$ cat src/rtl/gl_cmd_pkg.sv
// gl_cmd_pkg: shared definitions for the instruction command sequencer.
//   - Opcode constants understood by the geometry/matrix pipeline.
//   - Header word field positions and the END marker.
//   - Sequencer FSM state enum.
package gl_cmd_pkg;

  // Opcodes
  localparam logic [7:0] OP_VERTEX      = 8'h03;
  localparam logic [7:0] OP_COLOR       = 8'h04;
  localparam logic [7:0] OP_MATRIX_MODE = 8'h10;
  localparam logic [7:0] OP_MULTMATRIX  = 8'h11;

  // Header word layout
  localparam int unsigned HDR_FLAG_BIT = 31;
  localparam int unsigned HDR_IMM_MSB  = 15;
  localparam int unsigned HDR_IMM_LSB  = 8;
  localparam int unsigned HDR_OP_MSB   = 7;
  localparam int unsigned HDR_OP_LSB   = 0;
  localparam logic [31:0] HDR_END      = 32'h0000_0000;

  // Words carried by one payload beat
  localparam int unsigned BEAT_WORDS = 4;

  typedef enum logic [2:0] {
    StIdle,
    StHdr,
    StCmd,
    StArg,
    StDone,
    StErr
  } seq_state_e;

endpackage

$ cat src/rtl/inst_hdr_decode.sv
// inst_hdr_decode: combinational command header decoder.
// Ports:
//   hdr_i      header word
//   opcode_o   header[7:0]
//   imm_o      header[15:8] (immediate or payload length)
//   has_arg_o  header[31] payload flag
//   is_end_o   header is the END marker
//   len_err_o  payload flag set with a length above MaxArgs
module inst_hdr_decode
  import gl_cmd_pkg::*;
#(
  parameter int unsigned MaxArgs = 16
) (
  input  logic [31:0] hdr_i,
  output logic [7:0]  opcode_o,
  output logic [7:0]  imm_o,
  output logic        has_arg_o,
  output logic        is_end_o,
  output logic        len_err_o
);

  assign opcode_o  = hdr_i[HDR_OP_MSB:HDR_OP_LSB];
  assign imm_o     = hdr_i[HDR_IMM_MSB:HDR_IMM_LSB];
  assign has_arg_o = hdr_i[HDR_FLAG_BIT];
  assign is_end_o  = (hdr_i == HDR_END);
  assign len_err_o = has_arg_o && (32'(imm_o) > MaxArgs);

endmodule

$ cat src/rtl/inst_cmd_sequencer.sv
// inst_cmd_sequencer: walks the instruction BRAM from a base address, decodes
// each header and issues commands plus payload beats over valid/ready.
// Ports:
//   BRAM_clk / BRAM_rst      clock, synchronous active-high reset
//   start / base_addr        kick-off pulse and first header address
//   rd_addr1 / rd_data0      async single-word header read
//   rd_addr2 / rd_data1..4   async 4-word payload burst read
//   cmd_*                    command header channel
//   arg_*                    payload beat channel
//   busy / done / err        status
//   perf_cmds / perf_stalls  performance counters
// Optional feature: define INST_SEQ_PERF_EN to build the performance counters;
// otherwise both counter ports are tied to zero.
module inst_cmd_sequencer
  import gl_cmd_pkg::*;
#(
  parameter int unsigned ADDR_W   = 6,
  parameter int unsigned MAX_ARGS = 16
) (
  input  logic         BRAM_clk,
  input  logic         BRAM_rst,
  input  logic         start,
  input  logic [ADDR_W-1:0] base_addr,
  output logic [31:0]  rd_addr1,
  input  logic [31:0]  rd_data0,
  output logic [31:0]  rd_addr2,
  input  logic [31:0]  rd_data1,
  input  logic [31:0]  rd_data2,
  input  logic [31:0]  rd_data3,
  input  logic [31:0]  rd_data4,
  output logic         cmd_valid,
  input  logic         cmd_ready,
  output logic [7:0]   cmd_opcode,
  output logic [7:0]   cmd_imm,
  output logic         cmd_has_arg,
  output logic         arg_valid,
  input  logic         arg_ready,
  output logic [127:0] arg_data,
  output logic [2:0]   arg_cnt,
  output logic         arg_last,
  output logic         busy,
  output logic         done,
  output logic         err,
  output logic [15:0]  perf_cmds,
  output logic [15:0]  perf_stalls
);

  localparam int unsigned RemW = $clog2(MAX_ARGS + 1);

  seq_state_e        state_q, state_d;
  logic [ADDR_W-1:0] pc_q, pc_d;
  logic [RemW-1:0]   rem_q, rem_d;
  logic [7:0]        opcode_q, opcode_d;
  logic [7:0]        imm_q, imm_d;
  logic              has_arg_q, has_arg_d;

  logic [7:0] dec_opcode;
  logic [7:0] dec_imm;
  logic       dec_has_arg;
  logic       dec_is_end;
  logic       dec_len_err;

  logic start_ok;
  logic cmd_hs;
  logic arg_hs;

  inst_hdr_decode #(
    .MaxArgs (MAX_ARGS)
  ) u_hdr_decode (
    .hdr_i     (rd_data0),
    .opcode_o  (dec_opcode),
    .imm_o     (dec_imm),
    .has_arg_o (dec_has_arg),
    .is_end_o  (dec_is_end),
    .len_err_o (dec_len_err)
  );

  assign start_ok = start && ((state_q == StIdle) || (state_q == StDone) ||
                              (state_q == StErr));
  assign cmd_hs   = cmd_valid && cmd_ready;
  assign arg_hs   = arg_valid && arg_ready;

  // Outputs are decoded from registered state only.
  assign rd_addr1    = 32'(pc_q);
  assign rd_addr2    = 32'(pc_q);
  assign cmd_valid   = (state_q == StCmd);
  assign cmd_opcode  = opcode_q;
  assign cmd_imm     = imm_q;
  assign cmd_has_arg = has_arg_q;
  assign arg_valid   = (state_q == StArg);
  assign arg_data    = {rd_data1, rd_data2, rd_data3, rd_data4};
  assign arg_cnt     = (32'(rem_q) >= BEAT_WORDS) ? 3'd4 : 3'(rem_q);
  assign arg_last    = arg_valid && (32'(rem_q) <= BEAT_WORDS);
  assign busy        = (state_q == StHdr) || (state_q == StCmd) || (state_q == StArg);
  assign done        = (state_q == StDone);
  assign err         = (state_q == StErr);

  always_comb begin
    state_d   = state_q;
    pc_d      = pc_q;
    rem_d     = rem_q;
    opcode_d  = opcode_q;
    imm_d     = imm_q;
    has_arg_d = has_arg_q;

    unique case (state_q)
      StIdle, StDone, StErr: begin
        if (start_ok) begin
          pc_d    = base_addr;
          state_d = StHdr;
        end
      end
      StHdr: begin
        opcode_d  = dec_opcode;
        imm_d     = dec_imm;
        has_arg_d = dec_has_arg;
        if (dec_is_end) begin
          state_d = StDone;
        end else if (dec_len_err) begin
          state_d = StErr;
        end else begin
          state_d = StCmd;
        end
      end
      StCmd: begin
        if (cmd_hs) begin
          pc_d = pc_q + ADDR_W'(1);
          // A flagged header with zero length carries no beats.
          if (has_arg_q && (imm_q != 8'd0)) begin
            rem_d   = RemW'(imm_q);
            state_d = StArg;
          end else begin
            state_d = StHdr;
          end
        end
      end
      StArg: begin
        if (arg_hs) begin
          pc_d  = pc_q + ADDR_W'(arg_cnt);
          rem_d = rem_q - RemW'(arg_cnt);
          if (arg_last) begin
            state_d = StHdr;
          end
        end
      end
      default: state_d = StIdle;
    endcase
  end

  always_ff @(posedge BRAM_clk) begin
    if (BRAM_rst) begin
      state_q   <= StIdle;
      pc_q      <= '0;
      rem_q     <= '0;
      opcode_q  <= '0;
      imm_q     <= '0;
      has_arg_q <= 1'b0;
    end else begin
      state_q   <= state_d;
      pc_q      <= pc_d;
      rem_q     <= rem_d;
      opcode_q  <= opcode_d;
      imm_q     <= imm_d;
      has_arg_q <= has_arg_d;
    end
  end

`ifdef INST_SEQ_PERF_EN
  logic [15:0] perf_cmds_q, perf_cmds_d;
  logic [15:0] perf_stalls_q, perf_stalls_d;
  logic        stall;

  assign stall = (cmd_valid && !cmd_ready) || (arg_valid && !arg_ready);

  always_comb begin
    perf_cmds_d   = perf_cmds_q;
    perf_stalls_d = perf_stalls_q;
    if (start_ok) begin
      perf_cmds_d   = '0;
      perf_stalls_d = '0;
    end else begin
      if (cmd_hs && (perf_cmds_q != 16'hFFFF)) begin
        perf_cmds_d = perf_cmds_q + 16'd1;
      end
      if (stall && (perf_stalls_q != 16'hFFFF)) begin
        perf_stalls_d = perf_stalls_q + 16'd1;
      end
    end
  end

  always_ff @(posedge BRAM_clk) begin
    if (BRAM_rst) begin
      perf_cmds_q   <= '0;
      perf_stalls_q <= '0;
    end else begin
      perf_cmds_q   <= perf_cmds_d;
      perf_stalls_q <= perf_stalls_d;
    end
  end

  assign perf_cmds   = perf_cmds_q;
  assign perf_stalls = perf_stalls_q;
`else
  assign perf_cmds   = 16'd0;
  assign perf_stalls = 16'd0;
`endif

endmodule

$ cat config.mk
export PLATFORM = sky130hd
export DESIGN_NAME = inst_cmd_sequencer
export DESIGN_NICKNAME = d
export VERILOG_FILES = /design/src/rtl/gl_cmd_pkg.sv /design/src/rtl/inst_hdr_decode.sv /design/src/rtl/inst_cmd_sequencer.sv
export SDC_FILE = /design/constraint.sdc
export NUM_CORES = 1
export LEC_CHECK = 0
export CORE_AREA = 4 4 162 164
export DETAILED_ROUTE_END_ITERATION = 10
export DIE_AREA = 0 0 166 168
export SLEW_MARGIN = 15
export SYNTH_ARGS = -nofsm -noshare
export SYNTH_HDL_FRONTEND = slang
export SYNTH_HIERARCHICAL = 1
export SYNTH_SLANG_ARGS = --single-unit
$ cat constraint.sdc
create_clock -name BRAM_clk -period 3.04 [get_ports BRAM_clk]
set_input_delay 0.608 -clock BRAM_clk [delete_from_list [all_inputs] [get_ports BRAM_clk]]
set_output_delay 0.608 -clock BRAM_clk [all_outputs]
set_load 0.005 [all_outputs]
Yosys cells after proc, flatten, opt, wreduce, memory -nomap -nowiden
Index checks and enable logic that the tools add are counted.
{"block": "classes", "order_cmp": 3, "reduce_logical": 19, "eq_ne": 10, "n_addsub": 3, "muxes": 17}
{"op": "32-bit logical NOT", "n": 1}
{"op": "3-bit two-way mux", "n": 7}
{"op": "6-bit two-way mux", "n": 3}
{"op": "6-bit one-hot mux with 3 select lines", "n": 1}
{"op": "5-bit two-way mux", "n": 3}
{"op": "3-bit one-hot mux with 4 select lines", "n": 1}
{"op": "4-bit AND reduction", "n": 3}
{"op": "5-bit one-hot mux with 2 select lines", "n": 1}
{"op": "8-bit by 5-bit greater-than comparator with 1-bit output, second input constant", "n": 1}
{"op": "2-bit by 1-bit != test with 1-bit output, second input constant", "n": 4}
{"op": "8-bit nonzero test", "n": 1}
{"op": "6-bit by 1-bit adder with 6-bit output, second input constant", "n": 1}
{"op": "6-bit by 3-bit adder with 6-bit output", "n": 1}
{"op": "3-bit by 2-bit == test with 1-bit output, second input constant", "n": 2}
{"op": "3-bit == test, second input constant", "n": 2}
{"op": "1-bit logical AND", "n": 6}
{"op": "5-bit by 3-bit >= comparator with 1-bit output, second input constant", "n": 1}
{"op": "5-bit by 3-bit less-or-equal comparator with 1-bit output, second input constant", "n": 1}
{"op": "5-bit by 3-bit subtractor with 5-bit output", "n": 1}
{"op": "1-bit logical OR", "n": 4}
{"op": "3-bit by 1-bit == test with 1-bit output, second input constant", "n": 1}
{"op": "3-bit logical NOT", "n": 1}
{"op": "3-bit nonzero test", "n": 1}
{"op": "3-bit OR reduction", "n": 1}
{"op": "3 further kinds", "n": 3}
{"block": "totals", "register_bits": 31, "elab_cells": 58, "in_bits": 171, "out_inout_bits": 250}

Depth between registers and ports, before layout
{"block": "depth", "ltp_word": 6, "mapped_depth": 13, "depth_no_buf": 11}

By module
The synthesis kept the hierarchy.
{"module": "inst_cmd_sequencer", "cells_per_inst": 430, "area_per_inst_um2": 3360.7, "instances": 1, "seq_area_each_um2": 620.6}
{"module": "inst_hdr_decode", "cells_per_inst": 32, "area_per_inst_um2": 224.0, "instances": 1, "seq_area_each_um2": 0.0}

Worst setup path after synthesis
No wires, ideal clock.
{"block": "synth_timing", "path_kind": "reg-to-reg", "start": "register rem_q[2]", "end": "register pc_q[4]", "path_slack_ps": 784, "t_arrival_ps": 2123, "n_path_buf": 1, "setup_ps": 132, "required_ps": 2908, "path_stages_with_launch": 13, "cell_sequence": "dfxtp_1 clkbuf_1 nor3_1 and2_1 nand2b_1 ha_1 inv_1 fa_1 nor2b_1 o21ai_0 and2_1 o21ai_1 a21oi_1"}
{"block": "synth_via", "elab_chain_len": 5}
{"element": "start: declaration", "line": "inst_cmd_sequencer.sv:52", "text": "logic [RemW-1:0] rem_q, rem_d;"}
{"element": "start signal: assignment", "line": "inst_cmd_sequencer.sv:161", "text": "rem_q <= rem_d;"}
{"element": "5-bit by 3-bit >= comparator with 1-bit output", "line": "inst_cmd_sequencer.sv:92", "text": "assign arg_cnt = (32'(rem_q) >= BEAT_WORDS) ? 3'd4 : 3'(rem_q);"}
{"element": "3-bit two-way mux", "line": "inst_cmd_sequencer.sv:92"}
{"element": "net arg_cnt[0]", "line": "inst_cmd_sequencer.sv:39", "text": "output logic [2:0] arg_cnt,"}
{"element": "6-bit by 3-bit adder with 6-bit output", "line": "inst_cmd_sequencer.sv:139", "text": "pc_d = pc_q + ADDR_W'(arg_cnt);"}
{"element": "6-bit two-way mux", "line": "inst_cmd_sequencer.sv:138", "text": "if (arg_hs) begin"}
{"element": "6-bit one-hot mux with 3 select lines", "line": "inst_cmd_sequencer.sv:106", "text": "unique case (state_q)"}
{"element": "end signal: assignment", "line": "inst_cmd_sequencer.sv:160", "text": "pc_q <= pc_d;"}
{"element": "end: declaration", "line": "inst_cmd_sequencer.sv:51", "text": "logic [ADDR_W-1:0] pc_q, pc_d;"}
The timed path passes the listed nets, and every way through them passes these cells. The select of a mux whose other input is x is not followed.
A chain may end at the register's enable or synchronous reset.

Worst setup path after layout
{"block": "layout_timing", "start": "register state_q[1]", "end": "output port arg_last"}
{"block": "layout_via", "elab_chain_len": 2}
{"element": "start: declaration", "line": "inst_cmd_sequencer.sv:50", "text": "seq_state_e state_q, state_d;"}
{"element": "start signal: assignment", "line": "inst_cmd_sequencer.sv:152", "text": "state_q <= StIdle;"}
{"element": "start signal: assignment", "line": "inst_cmd_sequencer.sv:159", "text": "state_q <= state_d;"}
{"element": "3-bit by 2-bit == test with 1-bit output", "line": "inst_cmd_sequencer.sv:90", "text": "assign arg_valid = (state_q == StArg);"}
{"element": "1-bit logical AND", "line": "inst_cmd_sequencer.sv:93", "text": "assign arg_last = arg_valid && (32'(rem_q) <= BEAT_WORDS);"}
{"element": "end: declaration", "line": "inst_cmd_sequencer.sv:40", "text": "output logic arg_last,"}
No other way between the ends.

==> qor.yml <==
final_common_cell: "conb_1"
routed_wl_mm: 10.94
clockBufferDepth: 2
critical_path_required_ns: 2.43
grt_max_degree: 21
die_h_um: 168
synth-main-ff-cell: "dfxtp_1"
ys_types: 54
dr.pass1.iters: 4
cp-end-kind: "output port"
grt_pass1_vias: 2185
period_share_pct: 91.56
switchingPower_mw: 0.5230
min_period_ns: 2.783
drv_slew: 0
slew_headroom_pct: 50.41
post_route_cells_drive_above_1_share_pct: 7.474
placed_area_um2: 3292
worst_slack_ns: 0.2567
syn_inst: 462
dpl.hpwl_mm: 9.321
clkTransAtPathRegs_ns: 0.06
seq_power_share_pct: 32.1
htreeDepth: 2
clockPowerShare_pct: 37.6
netlist.area_leader.share_pct: 49.63
cts_setup_buffers: 0
power_mw: 1.613
synth_top_area_cell: "buf_4"
cts_inserted_buffers: 5
yosys_warnings: 6
cts_tree: "done"
insertedDiodeCount: 0
gp_congestion: 0.6936
leakagePower_nw: 1.308
io_pins: 421
setup_viol: 0
power.internal_mw: 1.090
vias: 2336
finalSetupTns_ns: 0
antenna_found_initial: 0
vias_per_cell: 3.253
ys_ff_latch: 31
async_flop_share_pct: 0
rsz0062_at_grt: "false"
fp-row-count: 58
first_iter_violations: 74
grt_overflow: 0
synth-edff-count: 0
vdd_drop_max_v: 0.0001917
avgSynthCellArea_um2: 7.759
track_usage_pct: 7.226
clock.fmax_mhz: 359.3
hold_buffers: 0
worstHoldPathType: "reg -> reg"
initial_utilization_pct: 14.40
skew_ns: 0.007551
tightestPinTransition_ns: 0.7431
core_um2: 24890
status: "finished, final reports clean"
p_sw_share_pct: 32.42
pwr-share-comb_pct: 30.4
post_drt_wl_per_cell_um: 15.23
io_buffers: 80
mostFrequentLayoutCells: "85 x conb_1, 80 x clkdlybuf4s50_1, 46 x nand2_1, 31 x dfxtp_1, 30 x a21oi_1"
finalHoldViolations: 0
ys_top_cells_by_area: "buf_4 50%, dfxtp_1 17%, nand2_1 4.8%, a21oi_1 4.2%, ha_1 1.4%"
cts.sink_count: 31
worstSkewPairLatency_ns: 0.29
post-route-cell-area_um2: 3461
cts_resized: 0
cp_max_fo: 12
place_ws_ns: 0.5543
cap_violations: 0
final_nets: 563
grt_pass1_wl_mm: 14.47
yosysSeqAreaShare_pct: 17.31
syn_to_final_growth_pct: -3.455
die_w_um: 166
power_density_nw_per_um2: 466.2
critical_path_arrival_ns: 2.18
start_kind: "flip-flop"
route.detailed.drc: 0
final_antenna_net_count: 0
crit_type: "reg -> out"
syn_area_um2: 3585
die_area_um2: 27890
cts-root-buf: "clkbuf_16"
-- registers in the layout (all words and copies together) (netlist names) --
| register | flops |
|---|---|
| cmd_has_arg | 1 |
| state_q | 3 |
| cmd_imm | 8 |
| rem_q | 5 |
| cmd_opcode | 8 |
| pc_q | 6 |
-- synthesized netlist by cell type (all sizes together), types with 3 or more instances --
| master | instances |
|---|---|
| buf | 243 |
| nand2 | 46 |
| dfxtp | 31 |
| a21oi | 30 |
| nor2 | 14 |
| nand2b | 9 |
| nor4 | 9 |
| o21ai | 8 |
| inv | 7 |
| nor3 | 7 |
| clkbuf | 5 |
| nor2b | 5 |
| a211oi | 4 |
| ha | 4 |
| mux2i | 4 |
| and2 | 3 |
| nand3 | 3 |
-- metal layers --
metal	track usage, %	vias to the layer above	routed length (um)
met4	5.560	0	802
met2	11.93	217	5126
met1	6.795	1006	3621
li1	-	1028	-
met5	0	-	0
met3	3.780	85	1386
-- cells by family (layout without fill, tap and decap cells) --
group / after synthesis / count (layout) / share of synthesized area, %
buffers and inverters: 255 / 98 / 52.43
AND/OR/NAND/NOR: 105 / 105 / 15.78
AO/OA/AOI/OAI: 58 / 58 / 10.54
flip-flops: 31 / 31 / 17.31
adder cells (fa/ha/maj): 5 / 5 / 1.955
multiplexers: 5 / 5 / 1.536
other: 2 / 85 / 0.2095
XOR/XNOR: 1 / 1 / 0.2444
-- path summary, 6_finish.rpt --
| kind | cells past startpoint | end | slack (ns) | from |
|---|---|---|---|---|
| worst max-delay path | 4 | arg_last | 0.26 | state_q[1] |
| worst min-delay path | 2 | cmd_opcode[6] | 0.46 | cmd_opcode[6] |
| worst max register to register | 11 | pc_q[4] | 0.57 | state_q[2] |
| worst min register to register | 2 | cmd_opcode[6] | 0.46 | cmd_opcode[6] |
-- power by group through the flow --
stage | registers [mW] | logic, mW | clock network, mW
after floorplan | 0.499 | 0.521 | 0
after global placement | 0.528 | 0.497 | 0
after detailed placement | 0.531 | 0.500 | 0
after CTS | 0.521 | 0.501 | 0.637
after global routing | 0.529 | 0.543 | 0.645
final | 0.517 | 0.490 | 0.606
-- through the flow --
stage	hold slack [ns]	util [%]	instances
floorplan	0.4527	-	545
global placement	0.4442	13.23	710
detailed placement	0.4510	13.23	710
CTS	0.4575	13.90	718
global route	0.4875	13.90	718
finish	0.4552	13.90	718
-- worst max-delay path, cell delays in order, from the launching register on --
cell,delay (ns)
dfxtp_1,0.64
nand3b_2,0.32
inv_2,0.20
and3_1,0.21
clkdlybuf4s50_1,0.51
-- cell type report --
class                           instances  area [um2]
Clock buffer                            5       125.1
Inverter                                7       26.28
Tap cell                              330       412.9
Timing Repair Buffer                   83       835.8
Clock inverter                          3       43.79
Sequential cell                        31       620.6
Multi-Input combinational cell        259        1396
Fill cell                            2871       21430
Note: power is estimated with default switching activity, not from simulation.
